[config.mk]
export PLATFORM = sky130hd
export DESIGN_NAME = spiflash_arb
export DESIGN_NICKNAME = d
export VERILOG_FILES = /design/src/rtl/spiflash_arb.sv
export SDC_FILE = /design/constraint.sdc
export NUM_CORES = 1
export LEC_CHECK = 0
export CELL_PAD_IN_SITES_DETAIL_PLACEMENT = 1
export CELL_PAD_IN_SITES_GLOBAL_PLACEMENT = 1
export CORE_MARGIN = 2
export CORE_UTILIZATION = 35
export CTS_BUF_LIST = sky130_fd_sc_hd__clkbuf_8
export DETAILED_ROUTE_END_ITERATION = 10
export GPL_ROUTABILITY_DRIVEN = 0
export PLACE_DENSITY = 0.84
export SYNTH_ARGS = -nofsm -noshare
export SYNTH_HDL_FRONTEND = slang
export SYNTH_SLANG_ARGS = --single-unit
[constraint.sdc]
create_clock -name clk -period 4.25 [get_ports clk]
set_clock_uncertainty 0.05 [all_clocks]
set_input_delay 0.6375 -clock clk [delete_from_list [all_inputs] [get_ports clk]]
set_output_delay 0.6375 -clock clk [all_outputs]
set_load 0.01 [all_outputs]
[src/rtl/spiflash_arb.sv]
// Two-requester round-robin arbiter in front of a SPI flash read port, with a read timeout.
// Optional one-entry read cache compiled in with `define SPIFLASH_ARB_CACHE_EN.
module spiflash_arb #(
    parameter int unsigned TIMEOUT_CYCLES = 1023
) (
    input  logic        clk,
    input  logic        reset,
    input  logic        m0_valid,
    input  logic [23:0] m0_addr,
    output logic        m0_ready,
    output logic [31:0] m0_rdata,
    output logic        m0_err,
    input  logic        m1_valid,
    input  logic [23:0] m1_addr,
    output logic        m1_ready,
    output logic [31:0] m1_rdata,
    output logic        m1_err,
    output logic        mem_valid,
    output logic [23:0] mem_addr,
    input  logic        mem_ready,
    input  logic [31:0] mem_rdata
);
    typedef enum logic [1:0] {IDLE, BUSY, RESP} state_t;

    localparam logic [15:0] TO_LAST = 16'(TIMEOUT_CYCLES - 1);

    state_t      state_q, state_d;
    logic        grant_q, grant_d;
    logic        last_q, last_d;
    logic [15:0] cnt_q, cnt_d;
    logic        mem_valid_q, mem_valid_d;
    logic [23:0] mem_addr_q, mem_addr_d;
    logic        m0_ready_q, m0_ready_d, m1_ready_q, m1_ready_d;
    logic [31:0] m0_rdata_q, m0_rdata_d, m1_rdata_q, m1_rdata_d;
    logic        m0_err_q, m0_err_d, m1_err_q, m1_err_d;
`ifdef SPIFLASH_ARB_CACHE_EN
    logic        cvalid_q, cvalid_d;
    logic [23:0] ctag_q, ctag_d;
    logic [31:0] cdata_q, cdata_d;
`endif

    logic        win, hit, resp_fire, resp_err;
    logic [23:0] win_addr;
    logic [31:0] resp_data;

    always_ff @(posedge clk or posedge reset) begin
        if (reset) begin
            state_q     <= IDLE;
            grant_q     <= 1'b0;
            last_q      <= 1'b1;
            cnt_q       <= '0;
            mem_valid_q <= 1'b0;
            mem_addr_q  <= '0;
            m0_ready_q  <= 1'b0;
            m1_ready_q  <= 1'b0;
            m0_rdata_q  <= '0;
            m1_rdata_q  <= '0;
            m0_err_q    <= 1'b0;
            m1_err_q    <= 1'b0;
`ifdef SPIFLASH_ARB_CACHE_EN
            cvalid_q    <= 1'b0;
            ctag_q      <= '0;
            cdata_q     <= '0;
`endif
        end else begin
            state_q     <= state_d;
            grant_q     <= grant_d;
            last_q      <= last_d;
            cnt_q       <= cnt_d;
            mem_valid_q <= mem_valid_d;
            mem_addr_q  <= mem_addr_d;
            m0_ready_q  <= m0_ready_d;
            m1_ready_q  <= m1_ready_d;
            m0_rdata_q  <= m0_rdata_d;
            m1_rdata_q  <= m1_rdata_d;
            m0_err_q    <= m0_err_d;
            m1_err_q    <= m1_err_d;
`ifdef SPIFLASH_ARB_CACHE_EN
            cvalid_q    <= cvalid_d;
            ctag_q      <= ctag_d;
            cdata_q     <= cdata_d;
`endif
        end
    end

    always_comb begin
        state_d     = state_q;
        grant_d     = grant_q;
        last_d      = last_q;
        cnt_d       = cnt_q;
        mem_valid_d = 1'b0;
        mem_addr_d  = mem_addr_q;
        m0_ready_d  = 1'b0;
        m1_ready_d  = 1'b0;
        m0_rdata_d  = m0_rdata_q;
        m1_rdata_d  = m1_rdata_q;
        m0_err_d    = m0_err_q;
        m1_err_d    = m1_err_q;
        win         = 1'b0;
        win_addr    = '0;
        hit         = 1'b0;
        resp_fire   = 1'b0;
        resp_err    = 1'b0;
        resp_data   = '0;
`ifdef SPIFLASH_ARB_CACHE_EN
        cvalid_d    = cvalid_q;
        ctag_d      = ctag_q;
        cdata_d     = cdata_q;
`endif
        case (state_q)
            IDLE: begin
                if (m0_valid || m1_valid) begin
                    // On a tie the requester not granted last time wins.
                    win      = (m0_valid && m1_valid) ? ~last_q : m1_valid;
                    win_addr = win ? m1_addr : m0_addr;
                    grant_d  = win;
                    last_d   = win;
`ifdef SPIFLASH_ARB_CACHE_EN
                    hit      = cvalid_q && (ctag_q == win_addr);
`endif
                    if (hit) begin
`ifdef SPIFLASH_ARB_CACHE_EN
                        resp_data = cdata_q;
`endif
                        resp_fire = 1'b1;
                        state_d   = RESP;
                    end else begin
                        mem_valid_d = 1'b1;
                        mem_addr_d  = win_addr;
                        cnt_d       = '0;
                        state_d     = BUSY;
                    end
                end
            end
            BUSY: begin
                if (mem_ready) begin
                    resp_fire = 1'b1;
                    resp_data = mem_rdata;
                    state_d   = RESP;
`ifdef SPIFLASH_ARB_CACHE_EN
                    cvalid_d  = 1'b1;
                    ctag_d    = mem_addr_q;
                    cdata_d   = mem_rdata;
`endif
                end else if (cnt_q == TO_LAST) begin
                    resp_fire = 1'b1;
                    resp_data = 32'hFFFF_FFFF;
                    resp_err  = 1'b1;
                    state_d   = RESP;
`ifdef SPIFLASH_ARB_CACHE_EN
                    cvalid_d  = 1'b0;
`endif
                end else begin
                    mem_valid_d = 1'b1;
                    cnt_d       = cnt_q + 16'd1;
                end
            end
            RESP:    state_d = IDLE;
            default: state_d = IDLE;
        endcase
        // The ready pulse is registered on entry to RESP, so it lasts exactly the RESP cycle.
        if (resp_fire) begin
            if (grant_d) begin
                m1_ready_d = 1'b1;
                m1_rdata_d = resp_data;
                m1_err_d   = resp_err;
            end else begin
                m0_ready_d = 1'b1;
                m0_rdata_d = resp_data;
                m0_err_d   = resp_err;
            end
        end
    end

    assign mem_valid = mem_valid_q;
    assign mem_addr  = mem_addr_q;
    assign m0_ready  = m0_ready_q;
    assign m0_rdata  = m0_rdata_q;
    assign m0_err    = m0_err_q;
    assign m1_ready  = m1_ready_q;
    assign m1_rdata  = m1_rdata_q;
    assign m1_err    = m1_err_q;
endmodule

==> impl_metrics.ini <==
[floorplanning]
ioPinCount = 178
fp.dieH_um = 130
dieArea_um2 = 17000
start_util_pct = 35.5
num_rows = 46
chipWidth_um = 130
core_region_area_um2 = 15800

[grt]
grt_overflow = 0
grt_max_degree = 68
grt_pass1_vias = 5321
grt_first_pass_wirelength_um = 26500
antenna_found_initial = 0
grtUsageTotal_pct = 19.8

[drt]
drc_errors = 0
routed_wl_um = 16600
drtIter0Drc = 174
vias = 4993
antenna_left = 0
viasPerCell = 4.95
route.detailed.wl_per_inst_um = 16.5
dr.pass1.iters = 4

[synthesis]
syn-num-nets = 701
synth_ff_type = dfrtp_1
netlist_area_um2 = 5590
async_reset_ff_share_pct = 100
syn_inst = 614
ys.warnings.count = 0
yosys.area.top_type = dfrtp_1
synth_edf_count = 0
yosysTopAreaCellShare_pct = 50.1
yosys-top-cells-area = dfrtp_1 (50%), o21ai_0 (8.3%), nand2_1 (7.0%), mux2i_1 (5.7%), a21oi_2 (4.7%)
synth-seq-cells = 113
synth_cell_types = 43
avgSynthCellArea_um2 = 9.11
seq_area_frac_synth_pct = 50.6

[setup_path]
crit_path_start_kind = flip-flop
end_kind = flip-flop
crit_type = flip-flop to flip-flop
cp_data_arrival_time_ps = 2780
worst-path-max-fanout = 23
worst_ep_required_time_ps = 4510

[cells_and_area]
fin_nets = 866
syn2layout_area_growth_pct = 42.0
layout-drive-gt1-share_pct = 9.85
num_antenna_cells = 0
stdcell_area_um2 = 7940
fillers = 1836

[sta]
max_freq_mhz = 397
setup-tns-final_ps = 0
tightestPinTransition_ps = 1160
hold_viol = 0
finalCritPeriodShare_pct = 59.3
period_needed_ps = 2520
slew_viol_final = 0
slew_headroom_pct = 22.5
rsz0062_at_grt = false
setup-violations-final = 0

[clock_network]
cts_made_buffers = 17
cts_root_buf = clkbuf_8
clk_pin_slew_ps = 70
cts_setup_buffers = 0
clk_latency_ps = 440
cts_resized = 0
clock-sinks = 113
htreeDepth = 4
cts_tree = yes
clockBufferDepth = 2
cts_hold_buf = 0

[place]
io_buffers = 177
hpwl_um = 11400
placed_area_um2 = 7510

[run]
cap_violations = 0

[power_and_ir_drop]
ir_drop_mv = 0.265
p_leak_nw = 3.26
p_per_area_nw_per_um2 = 603

[worst_hold_path]
hp-class = flip-flop to flip-flop

[outcome]
status = finished, final reports clean
==> per-stage QoR <==
stage	worst slack (ps)	utilization [%]	total power [mW]	cells	hold WS, ps
global placement	1490	47.6	3.63	975	410
floorplan	577	-	2.71	614	388
detailed placement	1410	47.6	3.77	975	419
finish	1730	50.4	4.79	1008	429
CTS	1730	50.2	4.85	1007	435
global route	1580	50.4	5.15	1008	456
==> registers in the layout, summed over array words and instances (netlist names) <==
name and flops:
grant_q 1, cnt_q 16, m0_err 1, last_q 1, m1_err 1, state_q 2
m0_ready 1, m0_rdata 32, mem_addr 24, mem_valid 1, m1_ready 1, m1_rdata 32
==> power by group <==
group	switching (mW)	leakage, nW	internal (mW)
combinational	1.07	1.57	0.977
sequential	0.266	1.47	1.44
clock	0.449	0.212	0.593
total	1.78	3.26	3.01
==> logic make-up (layout without fill, tap and decap cells) <==
family          count (synthesis)  after routing  synth area share (%)
compound gates                186            186                  19.5
simple gates                  175            175                  15.6
flops                         113            113                  50.6
buf+inv                       106            284                  8.10
mux                            32             32                  5.73
fa+ha+maj                       2              2                 0.447
==> worst paths after layout <==
check	depth (start not counted)	startpoint	endpoint	slack, ps
max reg2reg	7	cnt_q[0]$_DFFE_PP0P_	m0_ready$_DFF_PP0_	1730
min	2	mem_addr[6]$_DFFE_PP0P_	mem_addr[6]$_DFFE_PP0P_	430
min reg2reg	2	mem_addr[6]$_DFFE_PP0P_	mem_addr[6]$_DFFE_PP0P_	430
max	7	cnt_q[0]$_DFFE_PP0P_	m0_ready$_DFF_PP0_	1730
max in group asynchronous	3	reset	last_q$_DFFE_PP1P_	2600
min in group asynchronous	2	reset	m1_rdata[6]$_DFFE_PP0P_	650
==> cell usage after synthesis, types with 2 or more instances <==
library cell and instances:
and4_1 2, nor2_1 3, ha_1 2, buf_2 14
and3_1 2, dfrtp_1 112, nand4b_1 3, clkbuf_1 15
nor3b_1 2, o31ai_1 5, or4_1 5, nor3_1 3
nor2b_1 34, mux2i_1 32, nand2_1 105, a21oi_2 30
buf_4 2, o21ai_0 93, inv_1 68, nor4b_1 2
buf_6 4, buf_1 3, a21oi_1 46, a31oi_1 4
nand2b_1 2, nand3_1 4
==> area by class of cell <==
type / instances / area, um2 / share of cell area (%)
Sequential cell: 113 / 2830 / 35.6
Multi-Input combinational cell: 395 / 2340 / 29.4
Timing Repair Buffer: 184 / 1840 / 23.1
Clock buffer: 22 / 303 / 3.81
Tap cell: 216 / 270 / 3.40
Inverter: 68 / 258 / 3.25
Clock inverter: 10 / 108 / 1.35
==> per-layer routing <==
layer,track usage [%],vias up,wire length [um]
li1,-,2369,-
met1,23.9,2444,7090
met2,34.5,162,8200
met3,6.19,18,1110
met4,5.38,0,207
met5,0,-,0
==> worst max-delay path: stages, from the launching register on <==
cell     delay [ps]
dfrtp_1         430
inv_1            80
ha_1            160
nor4b_2         280
and3_1          640
a21oi_4         120
buf_4           270
nor3_1          340
==> placed cells by master, fill, tap and decap left out, types with 2 or more instances in the layout <==
master and instances:
mux2i_1 32, or4_1 5, nor4b_1 2, clkinvlp_4 2, dfrtp_1 112, nor2b_1 34, a21oi_2 30, nand2b_1 2
o31ai_1 5, nor2_1 3, o21ai_0 93, a21oi_1 46, nand2_1 105, and3_1 2, buf_4 6, bufinv_16 2
nand3_1 4, ha_1 2, and4_1 2, a31oi_1 4, nand4b_1 3, clkbuf_8 22, nor3_1 3, clkinv_2 4
inv_1 68, clkdlybuf4s50_1 177
Power figures use the tool's default switching activity.
